**src/rtl/xadc_drp_scanner.sv**
```systemverilog
// Periodic read-only DRP scanner: each tick, read every enabled XADC slot once, one DRP read in flight at a time.
// den_out to result_valid takes (drdy delay)+2 cycles; busy_in stalls issue; unanswered reads are abandoned after TIMEOUT wait cycles.
module xadc_drp_scanner #(
    parameter int TICK_DIV = 100000,
    parameter int TIMEOUT  = 255
) (
    input  logic        CLK100MHZ,
    input  logic        reset,
    input  logic [27:0] ch_addr_list,
    input  logic [3:0]  ch_enable,
    output logic [6:0]  daddr_out,
    output logic        den_out,
    output logic        dwe_out,
    input  logic [15:0] do_in,
    input  logic        drdy_in,
    input  logic        busy_in,
    output logic [11:0] result_data,
    output logic [1:0]  result_slot,
    output logic        result_valid,
    output logic        scan_done,
    output logic        timeout_err,
    output logic        overrun_err
);

    localparam int CW = (TICK_DIV > 1) ? $clog2(TICK_DIV) : 1;
    localparam int TW = (TIMEOUT > 0) ? $clog2(TIMEOUT + 1) : 1;

    typedef enum logic [2:0] {
        ST_IDLE,
        ST_ISSUE,
        ST_WAIT,
        ST_STORE,
        ST_NEXT
    } state_t;

    state_t        state_q, state_d;
    logic [CW-1:0] cnt_q, cnt_d;
    logic [TW-1:0] tcnt_q, tcnt_d;
    logic [1:0]    idx_q, idx_d;
    logic [3:0]    en_q, en_d;
    logic [6:0]    daddr_q, daddr_d;
    logic          den_q, den_d;
    logic [11:0]   rdata_q, rdata_d;
    logic [1:0]    rslot_q, rslot_d;
    logic          rvld_q, rvld_d;
    logic          done_q, done_d;
    logic          tmo_q, tmo_d;
    logic          ovr_q, ovr_d;

    logic          tick;
    logic [4:0]    addr_base;
    logic [3:0]    above;
    logic          unused_do_lsbs;

    assign unused_do_lsbs = ^do_in[3:0];
    assign tick           = (cnt_q == CW'(TICK_DIV - 1));

    function automatic logic [1:0] first_set(input logic [3:0] v);
        first_set = 2'd0;
        for (int i = 3; i >= 0; i--) begin
            if (v[i]) first_set = 2'(i);
        end
    endfunction

    always_comb begin
        state_d   = state_q;
        cnt_d     = tick ? '0 : cnt_q + 1'b1;
        tcnt_d    = tcnt_q;
        idx_d     = idx_q;
        en_d      = en_q;
        daddr_d   = daddr_q;
        den_d     = 1'b0;
        rdata_d   = rdata_q;
        rslot_d   = rslot_q;
        rvld_d    = 1'b0;
        done_d    = 1'b0;
        tmo_d     = tmo_q;
        // A tick landing mid-scan is only flagged; the scan never restarts from it.
        ovr_d     = ovr_q | (tick & (state_q != ST_IDLE));
        addr_base = 5'(idx_q) * 5'd7;
        above     = en_q & (4'b1110 << idx_q);

        case (state_q)
            ST_IDLE: begin
                if (tick && (ch_enable != 4'd0)) begin
                    en_d    = ch_enable;
                    idx_d   = first_set(ch_enable);
                    state_d = ST_ISSUE;
                end
            end
            ST_ISSUE: begin
                if (!busy_in) begin
                    den_d   = 1'b1;
                    daddr_d = ch_addr_list[addr_base +: 7];
                    tcnt_d  = '0;
                    state_d = ST_WAIT;
                end
            end
            ST_WAIT: begin
                // drdy wins over a timeout expiring in the same cycle.
                if (drdy_in) begin
                    rdata_d = do_in[15:4];
                    rslot_d = idx_q;
                    state_d = ST_STORE;
                end else if (tcnt_q == TW'(TIMEOUT)) begin
                    tmo_d   = 1'b1;
                    state_d = ST_NEXT;
                end else begin
                    tcnt_d  = tcnt_q + 1'b1;
                end
            end
            ST_STORE: begin
                rvld_d  = 1'b1;
                state_d = ST_NEXT;
            end
            ST_NEXT: begin
                if (above != 4'd0) begin
                    idx_d   = first_set(above);
                    state_d = ST_ISSUE;
                end else begin
                    done_d  = 1'b1;
                    state_d = ST_IDLE;
                end
            end
            default: state_d = ST_IDLE;
        endcase
    end

    always_ff @(posedge CLK100MHZ) begin
        if (reset) begin
            state_q <= ST_IDLE;
            cnt_q   <= '0;
            tcnt_q  <= '0;
            idx_q   <= 2'd0;
            en_q    <= 4'd0;
            daddr_q <= 7'd0;
            den_q   <= 1'b0;
            rdata_q <= 12'd0;
            rslot_q <= 2'd0;
            rvld_q  <= 1'b0;
            done_q  <= 1'b0;
            tmo_q   <= 1'b0;
            ovr_q   <= 1'b0;
        end else begin
            state_q <= state_d;
            cnt_q   <= cnt_d;
            tcnt_q  <= tcnt_d;
            idx_q   <= idx_d;
            en_q    <= en_d;
            daddr_q <= daddr_d;
            den_q   <= den_d;
            rdata_q <= rdata_d;
            rslot_q <= rslot_d;
            rvld_q  <= rvld_d;
            done_q  <= done_d;
            tmo_q   <= tmo_d;
            ovr_q   <= ovr_d;
        end
    end

    assign daddr_out    = daddr_q;
    assign den_out      = den_q;
    assign dwe_out      = 1'b0;
    assign result_data  = rdata_q;
    assign result_slot  = rslot_q;
    assign result_valid = rvld_q;
    assign scan_done    = done_q;
    assign timeout_err  = tmo_q;
    assign overrun_err  = ovr_q;

endmodule

```
**config.mk**
```make
export PLATFORM = sky130hd
export DESIGN_NAME = xadc_drp_scanner
export DESIGN_NICKNAME = d
export VERILOG_FILES = /design/src/rtl/xadc_drp_scanner.sv
export SDC_FILE = /design/constraint.sdc
export NUM_CORES = 1
export LEC_CHECK = 0
export ABC_AREA = 1
export CAP_MARGIN = 5
export CORE_UTILIZATION = 31
export DETAILED_ROUTE_END_ITERATION = 8
export PLACE_DENSITY = 0.55
export SYNTH_ARGS = -nofsm -noshare
export SYNTH_HDL_FRONTEND = slang
export SYNTH_SLANG_ARGS = --single-unit
```
**constraint.sdc**
```tcl
create_clock -name CLK100MHZ -period 1.7 [get_ports CLK100MHZ]
set_clock_uncertainty 0.15 [all_clocks]
set_input_delay 0.17 -clock CLK100MHZ [delete_from_list [all_inputs] [get_ports CLK100MHZ]]
set_output_delay 0.17 -clock CLK100MHZ [all_outputs]
set_load 0.1 [all_outputs]
```
==> metrics.md, run 1 <==
| Metric | Value |
|---|---|
| Number of hold buffers added after cts | `0` |
| I/O pins | `79` |
| Clock-pin transition on the worst setup and hold timing paths | `0.08 ns` |
| Startpoint of the worst hold path | `do_in[11]` |
| Worst-case clock buffer depth | `2` |
| Pleak | `1.68 nW` |
| Max-cap viol count | `0` |
| Initial core utilization | `0.327` |
| Clk root buf | `sky130_fd_sc_hd__clkbuf_8` |
| Fin. Hold Viols | `0` |
| Largest net degree at the start of global routing | `30` |
| Sequential element share of the synthesized area | `0.407` |
| Highest Clock Rate | `0.627 GHz` |
| Netlist cell types | `39` |
| R2R Setup Slk | `0.10 ns` |
| Global-route wire length before repair | `11900 um` |
| WP data required | `1.78 ns` |
| Pins over their slew limit | `0` |
| Dominant cell by count in the synthesized netlist | `sky130_fd_sc_hd__nor2_1` |
| Layout net count | `553` |
| Final critical delay including setup and external delays | `1.60 ns` |
| Total track usage | `0.156` |
| Highest fanout seen on the critical path | `4` |
| FP Rows | `34` |
| Post-synthesis sequential element count | `59` |
| Areal power density over the cells | `888 nW/um2` |
| Final clock period utilization by the worst path | `0.938` |
| Cell taking the most area after synthesis | `sky130_fd_sc_hd__dfxtp_1` |
| Worst r2r path cells | `9` |
| Cells taking the most area after synthesis | `sky130_fd_sc_hd__dfxtp_1, sky130_fd_sc_hd__nor2_1, sky130_fd_sc_hd__nand2_1` |
| Clock tree from TritonCTS | `built` |
| Worst Path Class, Setup | `reg -> reg` |
| Buffers added on ports | `73` |
| Type of the tightest min-delay check | `in -> reg` |
| WL per Instance | `11.8 um` |
| Final cell utilization of the core | `0.490` |
| GRT Residual Overflow | `0` |
| Count of flip-flops with a built-in enable after synthesis | `0` |
| Detail Route Antenna Nets | `0` |
| Number of nets in the synthesized netlist | `469` |
| Fraction of final layout cells with drive strength greater than 1 | `0.210` |
| TritonCTS sink count | `59` |
| Setup tns final | `0 ns` |
| Vias in the first global route | `2689` |
| Antenna fix cells | `0` |
| GP Congestion | `0.785` |
| Vertical die dimension | `98.8 um` |
| RSZ-0062 raised after global routing | `yes` |
| Clock Latency Late Sink | `0.34 ns` |
| R2r endpoint | `en_q[3]` |
| Initial antenna violation count | `0` |
| Synth Flop Type | `sky130_fd_sc_hd__dfxtp_1` |
| Final wirelength | `7230 um` |
| Area added between synthesis and finish | `50.1%` |
| Peak supply drop | `359 uV` |
| Worst Setup Start Kind | `register` |
| Final Setup Violations | `0` |
| Full die area | `9760 um2` |
| Fillers | `875` |
| Number of buffers added by the clock tree synthesis step | `9` |
| Hold Path End | `result_data[7]` |
| Synthesized instance count | `415` |
| FFs w/ async S/R, synth | `0` |
| Post-synth top cells | `sky130_fd_sc_hd__nor2_1, sky130_fd_sc_hd__dfxtp_1, sky130_fd_sc_hd__nand2_1, sky130_fd_sc_hd__o21ai_0, sky130_fd_sc_hd__inv_1` |
| Detailed placement HPWL | `5350 um` |
| Maximum level of the CTS H-tree | `3` |
| Area inside the core boundary | `8890 um2` |
| Hold-critical path depth | `3` |
| Synth top area share | `0.407` |
| Outcome | `finished, final reports clean` |
| DRC errors left | `0` |
| Arrival time at the worst endpoint | `1.68 ns` |
| Length of the first detailed-routing pass in iterations | `4` |
| Beginning of the worst register-to-register path | `cnt_q[0]` |
| Chip width | `98.8 um` |
| Sort of element at the end of the critical path | `register` |
| Area of the mapped netlist | `2900 um2` |
| Mean Syn Cell Area | `7.00 um2` |
| Yosys synthesis warning count | `0` |
| Via count | `2860` |
| Detailed Route Iter0 Violations | `73` |
| Detail-routed via count per cell | `4.67` |
placed cells by master (no fill, tap or decap), drive strengths merged, types with 9 or more instances in the layout:
cell / n
a21oi: 20
a31oi: 9
buf: 41
clkbuf: 11
clkdlybuf4s50: 47
dfxtp: 59
inv: 40
nand2: 60
nand3: 19
nand4: 9
nor2: 107
nor3: 13
o21ai: 42
sequential cells by signal, summed over array words and instances, names as in the netlist:
signal	cells
timeout_err	1
daddr_out	7
overrun_err	1
result_slot	2
result_data	12
idx_q	2
scan_done	1
state_q	3
result_valid	1
den_out	1
en_q	3
tcnt_q	8
cnt_q	17
cell families after synthesis:
logic type                 Yosys count  synth area share
AOI/OAI and AO/OA                   74             0.136
xor gates and xnor gates             9            0.0271
adders and majority gates            2           0.00862
buffers and inverters               55            0.0831
DFF                                 59             0.407
other                                1           0.00129
and+or+nand+nor                    215             0.337
power by group:
group          switching [W]  total (W)  internal (W)
Clock               0.000592    0.00135      0.000762
Combinational       0.000614    0.00100      0.000388
Sequential         0.0000641    0.00151       0.00145
metrics by stage:
| step | total power [W] | hold WS (ns) | worst slack (ns) | cells | area, um2 |
|---|---|---|---|---|---|
| floorplan | 0.00216 | 0.0993 | 0.142 | 415 | 2900 |
| global placement | 0.00253 | 0.323 | 0.0419 | 593 | 4050 |
| detailed placement | 0.00254 | 0.332 | -0.000698 | 593 | 4050 |
| CTS | 0.00391 | 0.281 | 0.0180 | 610 | 4270 |
| global route | 0.00407 | 0.312 | -0.0161 | 612 | 4360 |
| finish | 0.00387 | 0.297 | 0.105 | 612 | 4360 |
worst max-delay path, stage by stage (launching register included):
cell and delay [ns]:
sky130_fd_sc_hd__dfxtp_2 0.34, sky130_fd_sc_hd__ha_2 0.17, sky130_fd_sc_hd__nand2_1 0.08, sky130_fd_sc_hd__inv_2 0.07, sky130_fd_sc_hd__nand2_2 0.08, sky130_fd_sc_hd__nor2_4 0.12, sky130_fd_sc_hd__nand4_1 0.13, sky130_fd_sc_hd__buf_4 0.19
sky130_fd_sc_hd__nor2_1 0.10, sky130_fd_sc_hd__nor2_1 0.06
how the worst max path moves through the flow:
stage / start / endpoint / slack, ns / depth (start not counted)
2_1_floorplan: cnt_q[0] / cnt_q[11] / 0.14 / 10
3_3_place_gp: cnt_q[0] / cnt_q[12] / 0.04 / 9
3_5_place_dp: cnt_q[0] / cnt_q[11] / -0.0007 / 9
4_1_cts: cnt_q[0] / en_q[3] / 0.02 / 9
5_1_grt: state_q[0] / en_q[3] / -0.02 / 7
6_report: cnt_q[0] / en_q[3] / 0.10 / 9
layer usage:
layer	global-route usage	vias to the layer above	wire length (um)
met5	0	-	0
met4	0.0723	0	122
met3	0.0582	8	497
met2	0.257	62	3320
met1	0.179	1272	3290
li1	-	1518	-
area by class of cell:
type                    instances  area (um2)  share of cell area
multi-input cells             301        1540               0.354
flip-flops and latches         59        1180               0.272
repair buffers                 88        1130               0.259
inverters                      40         156              0.0359
clock buffers                  11         151              0.0347
well taps                     108         135              0.0310
clock inverters                 5        60.1              0.0138
timing repair:
action	in CTS	in global routing
resized for setup	2	21
pin swaps	1	4
buffers inserted	1	2
endpoints found under the setup margin	9	34
(Power assumes the default switching activity.)
==> inputs of run 2 (changes only) <==
--- a/config.mk
+++ b/config.mk
@@ -7,9 +7,9 @@
 export LEC_CHECK = 0
 export ABC_AREA = 1
 export CAP_MARGIN = 5
-export CORE_UTILIZATION = 31
+export CORE_UTILIZATION = 44
 export DETAILED_ROUTE_END_ITERATION = 8
-export PLACE_DENSITY = 0.55
+export PLACE_DENSITY = 0.74
 export SYNTH_ARGS = -nofsm -noshare
 export SYNTH_HDL_FRONTEND = slang
 export SYNTH_SLANG_ARGS = --single-unit
==> metrics.md, run 2 (synthesis results as in run 1) <==
| Metric | Value |
|---|---|
| Cell type group with the largest total delay on the critical path | `simple AND/OR/NAND/NOR gates` |
| Peak supply drop | `579 uV (+61%)` |
| Final Setup Violations | `0 (unchanged)` |
| Highest fanout seen on the critical path | `4 (unchanged)` |
| Area inside the core boundary | `6350 um2 (-29%)` |
| Arrival time at the worst endpoint | `1.71 ns (+0.03 ns)` |
| Area added between synthesis and finish | `51.1%` |
| Final critical delay including setup and external delays | `1.63 ns (+0.0316 ns)` |
| Most common library cell in the layout ignoring fill and taps | `sky130_fd_sc_hd__nor2_1` |
| Outcome | `finished, final reports clean` |
| Worst-case clock buffer depth | `2 (unchanged)` |
| Pins over their slew limit | `0 (unchanged)` |
| GRT Residual Overflow | `0 (unchanged)` |
| Clock tree from TritonCTS | `built` |
| Worst path bufs/invs | `2 (unchanged)` |
| Clock Latency Late Sink | `0.34 ns (about the same)` |
| Max stage delay cell, worst path | `sky130_fd_sc_hd__dfxtp_2` |
| TritonCTS sink count | `59 (unchanged)` |
| Number of hold buffers added after cts | `0 (unchanged)` |
| Global-route wire length before repair | `11900 um (-0.69%)` |
| Detailed Route Iter0 Violations | `109 (+49%)` |
| Clk root buf | `sky130_fd_sc_hd__clkbuf_8` |
| Largest net degree at the start of global routing | `20 (-33%)` |
| FP Rows | `29 (-15%)` |
| Sort of element at the end of the critical path | `register` |
| Worst Setup Start Kind | `register` |
| Length of the first detailed-routing pass in iterations | `4 (unchanged)` |
| Cell depth of the worst setup path | `8 (-1)` |
| Overall Power | `0.00410 W (+5.9%)` |
| Setup tns final | `0 ns (unchanged)` |
| Worst Path Class, Setup | `reg -> reg` |
| Final cell utilization of the core | `0.691 (+0.201)` |
| WL per Instance | `12.5 um (+5.9%)` |
| Fillers | `510 (-42%)` |
| Full die area | `6930 um2 (-29%)` |
| WP data required | `1.78 ns (about the same)` |
| Max-cap viol count | `0 (unchanged)` |
| Clock-pin transition on the worst setup and hold timing paths | `0.07 ns (about the same)` |
| I/O pins | `79 (unchanged)` |
| Peak per-stage delay on the critical path | `0.35 ns (about the same)` |
| Worst r2r path cells | `8 (-1)` |
| Type of the tightest min-delay check | `in -> reg` |
| Via count | `2977 (+4.1%)` |
| Multi-input logic area | `1540 um2 (about the same)` |
| Sequential cell area in the final layout | `1180 um2 (unchanged)` |
| Final wirelength | `7370 um (+1.9%)` |
| Initial antenna violation count | `0 (unchanged)` |
| Buffers added on ports | `73 (unchanged)` |
| Cell chain of the critical path | `buf_4, nand3_1, nor2_2, nand2_2, nor2_2, buf_4, xor2_1, nor2_1` |
| GP Congestion | `0.822 (+4.7%)` |
| Chip width | `83.2 um (-16%)` |
| Fraction of final layout cells with drive strength greater than 1 | `0.213 (+0.00257)` |
| Max FFs per register | `17 (unchanged)` |
| Pleak | `1.75 nW (+4.3%)` |
| Layout net count | `561 (+1.4%)` |
| Hold-critical path depth | `3 (unchanged)` |
| Total track usage | `0.212 (+0.0560)` |
| Maximum level of the CTS H-tree | `3 (unchanged)` |
| Areal power density over the cells | `934 nW/um2 (+5.2%)` |
| Antenna fix cells | `0 (unchanged)` |
| Vias in the first global route | `2692 (+0.11%)` |
| Final clock period utilization by the worst path | `0.957 (+0.0186)` |
| Initial core utilization | `0.457 (+0.131)` |
| Number of buffers added by the clock tree synthesis step | `9 (unchanged)` |
| Register ranked first by flip-flop count | `cnt_q` |
| Fin. Hold Viols | `0 (unchanged)` |
| Vertical die dimension | `83.2 um (-16%)` |
| Highest Clock Rate | `0.615 GHz (-1.9%)` |
| Detailed placement HPWL | `5210 um (-2.6%)` |
| Detail Route Antenna Nets | `0 (unchanged)` |
| Commonest cells after routing, fill and taps aside | `sky130_fd_sc_hd__nor2_1, sky130_fd_sc_hd__dfxtp_1, sky130_fd_sc_hd__nand2_1` |
| Detail-routed via count per cell | `5.05 (+8.2%)` |
| DRC errors left | `0 (unchanged)` |
==> run 2: cell types whose count changed in the layout (fill, tap and decap cells not counted), sizes merged <==
cell / before / now
clkbuf: 11 / 12
clkinv: 3 / 1
inv: 40 / 39
bufinv: 1 / 3
buf: 41 / 49
==> run 2: worst reg2reg max path: cells and delay by family (launching register included) <==
| kind | cells | cell delay (ns) |
|---|---|---|
| AND/OR/NAND/NOR | 5 | 0.64 |
| flip-flops | 1 | 0.35 |
| buffers and inverters | 2 | 0.24 |
| XOR/XNOR | 1 | 0.15 |
==> run 2: where the power goes <==
group          internal (W)  switching, W
registers           0.00145     0.0000666
clock network       0.00102      0.000556
logic              0.000389      0.000619
total               0.00286       0.00124
==> run 2: cell type report <==
class                           count  share of cell area
Multi-Input combinational cell    301               0.351
Sequential cell                    59               0.270
Timing Repair Buffer               96               0.265
Inverter                           40              0.0362
Clock buffer                       12              0.0331
Clock inverter                      4              0.0222
Tap cell                           77              0.0220
==> run 2: timing repair <==
item	in CTS	in global routing
buffers inserted	0	9
hold endpoints to repair	0	0
gates resized for setup	4	19
endpoints found under the setup margin	21	35
pin swaps	2	10
==> run 2: worst paths after layout <==
check | from | to | slack (ns)
setup reg to reg | cnt_q[0] | cnt_q[11] | 0.07
hold reg to reg | tcnt_q[6] | tcnt_q[6] | 0.34
setup / recovery | cnt_q[0] | cnt_q[11] | 0.07
hold / removal | do_in[12] | result_data[8] | 0.30
==> run 2: metrics by stage <==
step                hold WS, ns  cell area [um2]  worst slack (ns)  std cells
global route              0.324             4390           -0.0330        589
CTS                       0.305             4260           0.00423        580
detailed placement        0.335             4010           -0.0272        564
finish                    0.303             4390            0.0731        589
floorplan                0.0993             2900             0.142        415
global placement          0.321             4010            0.0349        564
==> run 2: per-layer routing <==
layer / vias up / GRT usage / part of all wire / wire [um]
met5: - / 0 / 0 / 0
met4: 0 / 0.0972 / 0.014 / 103
met3: 10 / 0.0567 / 0.059 / 433
met2: 99 / 0.369 / 0.52 / 3830
met1: 1336 / 0.241 / 0.41 / 3000
li1: 1532 / - / - / -
==> inputs of run 3 (changes only) <==
--- a/config.mk
+++ b/config.mk
@@ -8,6 +8,7 @@
 export ABC_AREA = 1
 export CAP_MARGIN = 5
 export CORE_UTILIZATION = 44
+export CTS_CLUSTER_DIAMETER = 60
 export DETAILED_ROUTE_END_ITERATION = 8
 export PLACE_DENSITY = 0.74
 export SYNTH_ARGS = -nofsm -noshare
==> results of run 3 <==
Same layout as run 2: the final DEF is identical, and so are final timing and power.
